**src/rtl/bsg_dff_en_rr_writer.sv**
```systemverilog
// bsg_dff_en_rr_writer
// Round-robin write controller for a shared holding register. Several
// requesters compete to load one width_p-bit register. At most one winner is
// granted per cycle through a v/yumi handshake, and the register captures the
// winner's data on the next edge. A winner that also raises lock_i becomes the
// exclusive owner. It keeps that ownership until it drops its lock bit.
module bsg_dff_en_rr_writer #(
    parameter int width_p   = 64,
    parameter int els_p     = 4,
    parameter int lg_els_lp = $clog2(els_p)
) (
    input  logic                     clk_i,
    input  logic                     reset_i,
    input  logic [els_p-1:0]         v_i,
    input  logic [els_p-1:0]         lock_i,
    input  logic [els_p*width_p-1:0] data_i,
    output logic [els_p-1:0]         yumi_o,
    output logic [width_p-1:0]       data_o,
    output logic                     v_o,
    output logic [lg_els_lp-1:0]     owner_o,
    output logic                     locked_o,
    output logic [15:0]              wr_count_o
);

    typedef enum logic {
        ST_IDLE   = 1'b0,
        ST_LOCKED = 1'b1
    } state_e;

    state_e                 r_state;
    state_e                 w_state_nxt;

    // last_r: the most recent winner. The search starts one index above it.
    logic [lg_els_lp-1:0]   r_last;
    logic [lg_els_lp-1:0]   r_owner;
    logic [width_p-1:0]     r_data;
    logic                   r_v;
    logic [15:0]            r_wr_count;

    // Result of the round-robin scan in IDLE.
    logic                   w_rr_found;
    logic [lg_els_lp-1:0]   w_rr_idx;

    // Final grant decision after state and reset qualification.
    logic                   w_gnt_vld;
    logic [lg_els_lp-1:0]   w_gnt_idx;
    logic [width_p-1:0]     w_wdata;

    // Scan upward from last_r+1 with wrap-around. The first valid index wins.
    always_comb begin
        int                   w_sum;
        logic [lg_els_lp-1:0] w_cand;
        w_rr_found = 1'b0;
        w_rr_idx   = '0;
        w_sum      = 0;
        w_cand     = '0;
        for (int i = 1; i <= els_p; i++) begin
            w_sum  = (int'(r_last) + i) % els_p;
            w_cand = lg_els_lp'(w_sum);
            if (!w_rr_found && v_i[w_cand]) begin
                w_rr_found = 1'b1;
                w_rr_idx   = w_cand;
            end
        end
    end

    // FSM output logic: grant selection and the one-hot yumi.
    // In LOCKED only the owner can win, and only if it is valid. Reset masks
    // every grant, so no write can coincide with reset.
    always_comb begin
        w_gnt_vld = 1'b0;
        w_gnt_idx = '0;
        if (!reset_i) begin
            if (r_state == ST_IDLE) begin
                w_gnt_vld = w_rr_found;
                w_gnt_idx = w_rr_idx;
            end else begin
                w_gnt_vld = v_i[r_owner];
                w_gnt_idx = r_owner;
            end
        end
        yumi_o = '0;
        if (w_gnt_vld) begin
            yumi_o[w_gnt_idx] = 1'b1;
        end
    end

    // FSM next-state logic.
    // A lock is entered when the IDLE winner also requests a lock. A lock is
    // released by the owner's lock bit, which is sampled whether or not the
    // owner writes in that cycle.
    always_comb begin
        w_state_nxt = r_state;
        case (r_state)
            ST_IDLE: begin
                if (w_gnt_vld && lock_i[w_gnt_idx]) begin
                    w_state_nxt = ST_LOCKED;
                end
            end
            ST_LOCKED: begin
                if (!lock_i[r_owner]) begin
                    w_state_nxt = ST_IDLE;
                end
            end
            default: w_state_nxt = ST_IDLE;
        endcase
    end

    // FSM state register.
    always_ff @(posedge clk_i) begin
        if (reset_i) begin
            r_state <= ST_IDLE;
        end else begin
            r_state <= w_state_nxt;
        end
    end

    // Only the winner's slice is selected, so values on unselected slices,
    // including X, never reach the holding register.
    always_comb begin
        w_wdata = data_i[int'(w_gnt_idx)*width_p +: width_p];
    end

    // Holding register, owner, pointer and write counter. They update only on
    // a grant. The pointer resets to els_p-1 so that requester 0 has first
    // priority after reset.
    always_ff @(posedge clk_i) begin
        if (reset_i) begin
            r_data     <= '0;
            r_v        <= 1'b0;
            r_owner    <= '0;
            r_last     <= lg_els_lp'(els_p - 1);
            r_wr_count <= '0;
        end else if (w_gnt_vld) begin
            r_data  <= w_wdata;
            r_v     <= 1'b1;
            r_owner <= w_gnt_idx;
            r_last  <= w_gnt_idx;
            if (r_wr_count != 16'hFFFF) begin
                r_wr_count <= r_wr_count + 16'd1;
            end
        end
    end

    assign data_o     = r_data;
    assign v_o        = r_v;
    assign owner_o    = r_owner;
    assign locked_o   = (r_state == ST_LOCKED);
    assign wr_count_o = r_wr_count;

endmodule

```
**config.mk**
```make
export PLATFORM = sky130hd
export DESIGN_NAME = bsg_dff_en_rr_writer
export DESIGN_NICKNAME = d
export VERILOG_FILES = /design/src/rtl/bsg_dff_en_rr_writer.sv
export SDC_FILE = /design/constraint.sdc
export NUM_CORES = 1
export LEC_CHECK = 0
export ABC_AREA = 1
export BUFFER_PORTS_ARGS = -buffer_cell sky130_fd_sc_hd__buf_4
export CORE_AREA = 2 2 137 139
export CTS_BUF_LIST = sky130_fd_sc_hd__clkbuf_2 sky130_fd_sc_hd__clkbuf_4 sky130_fd_sc_hd__clkbuf_8
export DETAILED_ROUTE_END_ITERATION = 6
export DIE_AREA = 0 0 139 141
export PLACE_DENSITY = 0.67
export SYNTH_ARGS = -nofsm -noshare
export SYNTH_HDL_FRONTEND = slang
export SYNTH_SLANG_ARGS = --single-unit
```
**constraint.sdc**
```tcl
create_clock -name clk_i -period 2.5 [get_ports clk_i]
set_input_delay 0.125 -clock clk_i [delete_from_list [all_inputs] [get_ports clk_i]]
set_output_delay 0.125 -clock clk_i [all_outputs]
set_load 0.005 [all_outputs]
```
==> impl_results.md <==
* Outcome: complete, no violations
* Initial antenna violation count at 0
* Sum of net half-perimeters after detailed placement at 17.1 mm
* Synth unique cells at 34
* Total number of nets in the final design at 1587
* Synthesis-to-finish area growth at 56.8%
* TritonCTS Buffers at 9
* Floorplan row count at 50
* Capturing element type of the critical path: primary output
* Seq/Total Area, Yosys at 28.1%
* ANT nets after route at 0
* Clock network latency to the later pin of the worst-skew pair at roughly 370 ps
* Clock tree from TritonCTS: done
* WP data arrival at ~2300 ps
* Average cell area after synthesis at 6.48 um2
* Total length of routed met3 wires at 1.31 mm
* Largest driver fanout on the critical path at 10
* Vias in the first global route at a little under 7000
* Routed metal-1 wirelength at 9.23 mm
* Routability cong. at 0.885
* Most instantiated library cell after synthesis: sky130_fd_sc_hd__nand2_1
* Max-cap check violation count at 0
* Die X at approximately 140 um
* Library cell used as clock root buffer: sky130_fd_sc_hd__clkbuf_8
* Launch instance of the worst register-to-register path: r_last[0]
* Vias/cell at 4.64
* Number of clock sinks at 86
* Worst vdd ir at ~580 uV
* Least-Margin Pin Slew at 660 ps
* Core area at 0.0183 mm2
* Number of instances on the worst hold path at 3
* Fraction of layout cells with a size suffix above 1 at 38.2%
* Routed len/inst at 14.4 um
* Final setup violating endpoints at 0
* Worst slew slack as a fraction of its limit at 56.0%
* Number of I/O port buffers at 353
* R2R setup slack at 110 ps
* Endpoint of the worst hold path: data_o[1]
* Tot Pwr at approximately 10 mW
* Yosys warning count at 0
* Power density normalized to cell area at about 1100 mW/mm2
* Classification of the worst setup path: reg -> out
* Leakage Power at 5.23 nW
* Starting DRC count in detailed routing at 372
* Synth top cells by count: sky130_fd_sc_hd__nand2_1 (367), sky130_fd_sc_hd__inv_1 (154), sky130_fd_sc_hd__dfxtp_1 (86)
* Area share of the leading cell type in the synthesized netlist at 28.1%
* Number of detailed-routing iterations run before antenna repair at 5
* Post-synth EDFFs at 0
* Count of pins over their slew limit at 0
* Cell accounting for the most synthesized area: sky130_fd_sc_hd__dfxtp_1
* Final Hold Fails at 0
* Count of state elements after synthesis at 86
* Area enclosed by the die boundary at just under 0.02 mm2
* Highest metal used: met4
* Top post-synthesis cells by area: sky130_fd_sc_hd__dfxtp_1 (28%), sky130_fd_sc_hd__nand2_1 (22%), sky130_fd_sc_hd__o211ai_2 (11%)
* Global route total overflow at 0
* Starting Density at 33.5%
* Count of unresolved DRC violations after routing at 0
* Largest net degree at the start of global routing at 45
* Maximum clock frequency at between 400 and 500 MHz
* Via count at 7235
* RSZ-0062 raised after global routing: yes
* Clock Skew at just over 8 ps
* Tightest Hold Check Type: in -> reg
* Fin Hold WS at about 23 ps
* Wire length of the first global-routing pass at 34.4 mm
* Reg2reg path depth at 18
* Start point of the critical path: r_last[0]
* Worst slack, placed at -178 ps
* Dominant register cell in the synthesized netlist: sky130_fd_sc_hd__dfxtp_1
* Global-route usage over all layers at 21.9%
* Total detailed-routing wirelength at ~22 mm
* Length of routed met2 wiring at around 11 mm
* H-tree levels at 3
* Time the final worst path needs with I/O delays and setup at approximately 2400 ps
* Portion of the clock cycle consumed by the worst path in the final layout at a little over nine tenths
* Die Ht at 141 um
* Clock edge transition at the registers on the reported setup and hold paths at 80 ps
* Fin worst setup slack at slightly above 100 ps
* Bufs on Longest Clock Path at 2
* Synthesized instance count at 945
* IO Pins at 354
* Syn Nets at between 1000 and 1500
* Netlist Area Pre-Place at 0.00612 mm2
* Endpoint of the worst register-to-register path: data_o[46]
* Crit path launch type: register
* Asr flop ratio synth at 0%
* Worst hold path startpoint: data_i[193]
* Final antenna diode count at 0
* WP data required at 2380 ps
cells in the final DEF, fill, tap and decap left out, types with 5 or more instances in the layout:
cell	n
sky130_fd_sc_hd__nor2_4	6
sky130_fd_sc_hd__a21oi_1	18
sky130_fd_sc_hd__nand2_2	5
sky130_fd_sc_hd__nand3_1	15
sky130_fd_sc_hd__o21ai_0	10
sky130_fd_sc_hd__o211ai_2	53
sky130_fd_sc_hd__buf_4	390
sky130_fd_sc_hd__nand2_1	366
sky130_fd_sc_hd__inv_1	154
sky130_fd_sc_hd__nor2_1	60
sky130_fd_sc_hd__buf_12	9
sky130_fd_sc_hd__clkbuf_8	10
sky130_fd_sc_hd__o211ai_1	75
sky130_fd_sc_hd__dfxtp_1	84
sky130_fd_sc_hd__nor3_1	6
sky130_fd_sc_hd__nand2_4	5
sky130_fd_sc_hd__dlygate4sd3_1	12
layout make-up:
type                    count  area [um2]
clock buffers              12         153
clock inverters             3        45.0
fillers                  1807        8670
inverters                 161         617
multi-input cells         648        3500
flip-flops and latches     86        1730
well taps                 234         293
repair buffers            414        3260
sequential cells by signal, summed over array words and instances, names as in the netlist:
| signal | flops |
|---|---|
| data_o | 64 |
| locked_o | 1 |
| owner_o | 2 |
| r_last | 2 |
| v_o | 1 |
| wr_count_o | 16 |
stage by stage:
| stage | TNS, ps | cell area, um2 | cells | util, % |
|---|---|---|---|---|
| after CTS | -5.14 | 9480 | 1549 | 51.9 |
| final | 0 | 9600 | 1558 | 52.5 |
| after detailed placement | -1780 | 9080 | 1519 | 49.7 |
| after floorplan | 0 | 6120 | 945 | - |
| after global routing | -372 | 9600 | 1558 | 52.5 |
| after global placement | -1030 | 9080 | 1519 | 49.7 |
worst max-delay path, cell delays in order, from the launching register on:
cell	delay (ps)
sky130_fd_sc_hd__dfxtp_4	380
sky130_fd_sc_hd__buf_4	150
sky130_fd_sc_hd__nand2_1	60
sky130_fd_sc_hd__nand2_1	80
sky130_fd_sc_hd__nand2_2	90
sky130_fd_sc_hd__nand2_2	70
sky130_fd_sc_hd__nor2_4	110
sky130_fd_sc_hd__buf_4	130
sky130_fd_sc_hd__nand3_2	80
sky130_fd_sc_hd__nand2_4	110
sky130_fd_sc_hd__buf_12	150
sky130_fd_sc_hd__inv_4	70
sky130_fd_sc_hd__buf_6	150
sky130_fd_sc_hd__nand2_4	100
sky130_fd_sc_hd__nor2_1	50
sky130_fd_sc_hd__buf_4	140
kinds of logic (layout without fill, tap and decap cells):
logic type,count (synthesis),in the layout,synth area share (%)
compound gates,168,168,23.8
xor+xnor,4,4,0.572
fa+ha+maj,1,1,0.204
buf+inv,214,590,16.0
flops,86,86,28.1
simple gates,472,475,31.3
metal layers:
| layer | vias to the layer above | track usage (%) |
|---|---|---|
| met3 | 35 | 5.16 |
| met1 | 3226 | 25.6 |
| met4 | 0 | 8.13 |
| met5 | - | 0 |
| li1 | 3734 | - |
| met2 | 240 | 39.2 |
worst max-delay path by stage:
stage                            end  slack [ps]  cells past startpoint
final                      yumi_o[1]         100                     15
after global routing      data_o[49]         -50                     18
after CTS                  yumi_o[0]          -5                     15
after detailed placement  data_o[39]        -180                     13
after global placement    data_o[36]        -140                     13
after floorplan           data_o[46]         610                     15
timing repair:
action	CTS	global route
buffers inserted	1	9
hold buffers	12	0
gates cloned	2	1
gates resized for setup	17	9
endpoints found under the setup margin	46	24
pin swaps	1	4
endpoints found under the hold margin	12	0
where the power goes:
group | switching [mW] | internal (mW) | leakage (nW) | total [mW]
Sequential | 0.313 | 1.94 | 0.715 | 2.25
Clock | 0.522 | 0.507 | 0.0955 | 1.03
Combinational | 4.01 | 3.13 | 4.42 | 7.14
No activity file was read; power rests on OpenSTA's default activity.
